### src/rtl/gray_sched.sv
// -----------------------------------------------------------------------------
// gray_sched
//   Shares one 3-bit Gray-code counter between two requesters. Each requester
//   asks for a run of N counter steps. Owners are picked round-robin. For the
//   granted job the scheduler clears the counter, drives exactly N enable
//   cycles, then captures the counter's Output/Overflow with a one-cycle Done
//   pulse.
//
// Ports
//   Clk       in   system clock, rising edge
//   Reset_n   in   asynchronous active-low reset
//   Req       in   [1:0] level request per requester (bit0 = requester 0)
//   Steps0    in   [STEP_W-1:0] step count of requester 0, sampled at grant
//   Steps1    in   [STEP_W-1:0] step count of requester 1, sampled at grant
//   Grant     out  [1:0] one-hot owner, CLEAR through DONE
//   Done      out  [1:0] one-hot one-cycle pulse in DONE
//   Busy      out  high in any state except IDLE
//   Result    out  [2:0] counter Output captured in DONE
//   ResOvf    out  counter Overflow captured in DONE
//   CntEn     out  counter enable
//   CntReset  out  counter synchronous clear (active high)
//   CntOut    in   [2:0] counter Output
//   CntOvf    in   counter Overflow (sticky)
// -----------------------------------------------------------------------------
module gray_sched #(
  parameter int STEP_W = 4
) (
  input  logic              Clk,
  input  logic              Reset_n,
  input  logic [1:0]        Req,
  input  logic [STEP_W-1:0] Steps0,
  input  logic [STEP_W-1:0] Steps1,
  output logic [1:0]        Grant,
  output logic [1:0]        Done,
  output logic              Busy,
  output logic [2:0]        Result,
  output logic              ResOvf,
  output logic              CntEn,
  output logic              CntReset,
  input  logic [2:0]        CntOut,
  input  logic              CntOvf
);

  typedef enum logic [1:0] {
    S_IDLE  = 2'd0,
    S_CLEAR = 2'd1,
    S_RUN   = 2'd2,
    S_DONE  = 2'd3
  } state_t;

  state_t            r_state;
  logic              r_own;
  logic              r_last;
  logic [STEP_W-1:0] r_rem;
  logic [1:0]        r_grant;
  logic [1:0]        r_done;
  logic              r_busy;
  logic [2:0]        r_result;
  logic              r_res_ovf;
  logic              r_cnt_en;
  logic              r_cnt_reset;

  logic              w_any;
  logic              w_pick;
  logic [STEP_W-1:0] w_steps;

  function automatic logic [1:0] onehot(input logic idx);
    return idx ? 2'b10 : 2'b01;
  endfunction

  // A single request wins outright; on a tie the requester that was not
  // served last wins.
  always_comb begin
    w_any   = |Req;
    w_pick  = 1'b0;
    if (Req == 2'b10)
      w_pick = 1'b1;
    else if (Req == 2'b11)
      w_pick = ~r_last;
    w_steps = w_pick ? Steps1 : Steps0;
  end

  always_ff @(posedge Clk or negedge Reset_n) begin
    if (!Reset_n) begin
      r_state     <= S_IDLE;
      r_own       <= 1'b0;
      r_last      <= 1'b1;   // requester 0 wins the first tie
      r_rem       <= '0;
      r_grant     <= 2'b00;
      r_done      <= 2'b00;
      r_busy      <= 1'b0;
      r_result    <= 3'b000;
      r_res_ovf   <= 1'b0;
      r_cnt_en    <= 1'b0;
      r_cnt_reset <= 1'b0;
    end else begin
      case (r_state)
        S_IDLE: begin
          r_done <= 2'b00;
          if (w_any) begin
            r_own       <= w_pick;
            r_rem       <= w_steps;
            r_grant     <= onehot(w_pick);
            r_busy      <= 1'b1;
            r_cnt_reset <= 1'b1;
            r_state     <= S_CLEAR;
          end
        end
        S_CLEAR: begin
          r_cnt_reset <= 1'b0;
          if (r_rem != '0) begin
            r_cnt_en <= 1'b1;
            r_state  <= S_RUN;
          end else begin
            r_done  <= onehot(r_own);
            r_state <= S_DONE;
          end
        end
        S_RUN: begin
          // Rem is at least 1 here, so the decrement never wraps.
          r_rem <= r_rem - STEP_W'(1);
          if (r_rem == STEP_W'(1)) begin
            r_cnt_en <= 1'b0;
            r_done   <= onehot(r_own);
            r_state  <= S_DONE;
          end
        end
        S_DONE: begin
          // Counter outputs settled one cycle after the last enabled edge.
          r_result  <= CntOut;
          r_res_ovf <= CntOvf;
          r_last    <= r_own;
          r_done    <= 2'b00;
          r_grant   <= 2'b00;
          r_busy    <= 1'b0;
          r_state   <= S_IDLE;
        end
        default: begin
          r_done      <= 2'b00;
          r_grant     <= 2'b00;
          r_busy      <= 1'b0;
          r_cnt_en    <= 1'b0;
          r_cnt_reset <= 1'b0;
          r_state     <= S_IDLE;
        end
      endcase
    end
  end

  assign Grant    = r_grant;
  assign Done     = r_done;
  assign Busy     = r_busy;
  assign Result   = r_result;
  assign ResOvf   = r_res_ovf;
  assign CntEn    = r_cnt_en;
  assign CntReset = r_cnt_reset;

endmodule

### config.mk
export PLATFORM = sky130hd
export DESIGN_NAME = gray_sched
export DESIGN_NICKNAME = d
export VERILOG_FILES = /design/src/rtl/gray_sched.sv
export SDC_FILE = /design/constraint.sdc
export NUM_CORES = 1
export LEC_CHECK = 0
export ABC_AREA = 0
export CORE_MARGIN = 3
export CORE_UTILIZATION = 47
export CTS_BUF_LIST = sky130_fd_sc_hd__clkbuf_16
export CTS_CLUSTER_SIZE = 16
export DETAILED_ROUTE_END_ITERATION = 6
export HOLD_SLACK_MARGIN = 0.1
export PLACE_DENSITY = 0.82
export SLEW_MARGIN = 5
export SYNTH_ARGS = -nofsm -noshare
export SYNTH_HDL_FRONTEND = slang
export SYNTH_SLANG_ARGS = --single-unit
### constraint.sdc
create_clock -name Clk -period 2.2 [get_ports Clk]
set_clock_uncertainty 0.15 [all_clocks]
set_input_delay 0.33 -clock Clk [delete_from_list [all_inputs] [get_ports Clk]]
set_output_delay 0.33 -clock Clk [all_outputs]
set_load 0.05 [all_outputs]
==> results.json <==
{
  "status": "completed",
  "max_freq_mhz": 475,
  "instances_no_fill": 154,
  "place_congestion": 0.791,
  "worstPathMaxFanout": 6,
  "antenna_found_initial": 0,
  "synthDistinctLibCells": 32,
  "finalMaxSlewViolations": 0,
  "die_x_um": 53.1,
  "coreArea_sq_mm": 0.00204,
  "setup_tns_ns": 0,
  "drc": 0,
  "leakage_uw": 0.000612,
  "final_cell_mix": "clkdlybuf4s50_1 (26), dfrtp_1 (18), o21ai_0 (10), nand2_1 (8)",
  "drt_first_pass_iters": 4,
  "worstSkewPairLatency_ns": 0.25,
  "ant_nets": 0,
  "fin_crit_ns": 2.10,
  "final_common_cell": "clkdlybuf4s50_1",
  "critPathArrivalTime_ns": 2.09,
  "p_clk_frac": 0.160,
  "power_frac_comb": 0.553,
  "drv_cap": 0,
  "yosysWarnings": 0,
  "cts_max_level": 1,
  "syn-instance-count": 98,
  "worst_slack_ns": 0.0961,
  "drt_iter0_markers": 25,
  "avgSynthCellArea_sq_um": 10.7,
  "yosysSeqAreaShare": 0.456,
  "area_growth_pct": 36.5,
  "power_switching_uw": 1050,
  "peakVddDrop_uv": 1100,
  "grt_pass1_wl_mm": 4.02,
  "swShare": 0.445,
  "num_antenna_cells": 0,
  "cp.required_ns": 2.18,
  "timing.hold.ws_ns": 0.264,
  "final_layout_size_suffix_gt1_frac": 0.157,
  "final_core_util": 0.699,
  "wire_per_inst_um": 16.1,
  "pin_count": 27,
  "grt_max_degree": 20,
  "totalWireLength_mm": 2.47,
  "p_int_uw": 1310,
  "final_nets": 151,
  "finalHoldViolations": 0,
  "holdBufCountCts": 0,
  "p_per_area_mw_per_mm2": 1650,
  "slew_headroom": 0.638,
  "cts_buffers": 3,
  "hpwl_mm": 1.76,
  "synth_seq_cells": 19,
  "clk_pin_slew_ns": 0.05,
  "grt_pass1_vias": 881,
  "syn-num-nets": 121,
  "cts.sinks": 19,
  "cts_tree": "done",
  "via_per_inst": 5.49,
  "grt_util_all_layers": 0.202,
  "cts_buffer_depth": 2,
  "start_util": 0.512,
  "hp-class": "in -> async",
  "via_count": 846,
  "synth_area_sq_mm": 0.00104,
  "setup_viol": 0,
  "worst_slew_pin_slew_ns": 0.542,
  "critPathKind": "reg -> reg",
  "endpoint_kind": "flip-flop",
  "rsz0062_at_grt": "false",
  "io_buffers": 26,
  "ctsResizeCount": 0,
  "die_height_um": 53.1,
  "post_cts_buffers": 0,
  "cp-start-kind": "flip-flop",
  "place_ws_ns": 0.136,
  "die_area_sq_mm": 0.00282,
  "min_period_over_period": 0.956,
  "gr-total-overflow": 0,
  "std_cell_rows": 16,
  "num-fill-cells": 154,
  "clockRootBuffer": "clkbuf_16",
  "seqPwrFrac": 0.286,
  "dp.cells": 150
}
## path summary, 6_finish.rpt
kind / startpoint / to / slack, ns / depth (start not counted)
max: r_state[0]$_DFFE_PN0P_ / r_state[1]$_DFFE_PN0P_ / 0.1 / 5
min reg2reg: CntReset$_DFFE_PN0P_ / CntReset$_DFFE_PN0P_ / 0.33 / 2
max in group asynchronous: Reset_n / r_last$_DFFE_PN1N_ / 1.37 / 2
min: Reset_n / CntEn$_DFFE_PN0P_ / 0.26 / 2
min in group Clk: CntReset$_DFFE_PN0P_ / CntReset$_DFFE_PN0P_ / 0.33 / 2
max reg2reg: r_state[0]$_DFFE_PN0P_ / r_state[1]$_DFFE_PN0P_ / 0.1 / 5
## stage by stage
stage	power [uW]	area, sq um
6_report	2350	1430
5_1_grt	2500	1430
4_1_cts	2360	1430
3_5_place_dp	1960	1340
3_3_place_gp	1900	1340
2_1_floorplan	1570	1040
## kinds of logic after synthesis
family	after synthesis	synth area share
simple gates	22	0.110
flops	19	0.456
buf+inv	10	0.0383
mux	12	0.125
compound gates	28	0.187
fa+ha+maj	7	0.0838
## power groups by stage
stage	Sequential, uW	Clock [uW]	Combinational, uW
floorplan	951	0	623
global placement	657	0	1240
detailed placement	677	0	1290
CTS	672	380	1310
global route	696	399	1410
finish	674	377	1300
## flip-flops by register name (all words and copies together) (netlist names)
register,count
CntReset,1
Done,2
CntEn,1
ResOvf,1
Busy,1
r_last,1
r_own,1
Result,3
r_rem,4
r_state,2
Grant,2
## cells in the mapped netlist (all sizes together)
cell type  count  area (sq um)
nand3          3          15.0
mux2           8          90.1
dfstp          1          26.3
o2bb2ai        2          17.5
nor2b          1          6.26
o21a           1          7.51
nor3           1          5.00
mux2i          4          40.0
nor3b          2          25.0
a21o           1          7.51
o31ai          2          15.0
dfrtp         18           450
a311o          1          10.0
a22o           1          8.76
a21oi          6          33.8
or3b           1          8.76
a21boi         1          18.8
nand2b         1          6.26
inv            6          22.5
a2bb2oi        1          8.76
ha             7          87.6
nor2           5          18.8
nand2          8          30.0
o41ai          1          8.76
buf            2          8.75
clkbuf         2          8.75
o21ai         11          58.8
## layout make-up
type	count	area [sq um]	area share
Clock buffer	3	75.1	0.0526
Clock inverter	1	7.51	0.00526
Inverter	6	22.5	0.0158
Multi-Input combinational cell	69	528	0.370
Sequential cell	19	477	0.334
Tap cell	27	33.8	0.0237
Timing Repair Buffer	29	283	0.198
## worst max-delay path, stage by stage (launching register included)
cell     delay (ns)
dfrtp_1        0.40
inv_1          0.14
ha_1           0.31
or3b_1         0.51
o21ai_2        0.13
mux2_1         0.35
## metal layers
layer / GRT usage / vias up / part of all wire
met1: 0.242 / 403 / 0.41
met4: 0.0894 / 0 / 0.020
li1: - / 404 / -
met2: 0.347 / 31 / 0.52
met5: 0 / - / 0
met3: 0.0394 / 8 / 0.051
Note: power is estimated with default switching activity, not from simulation.
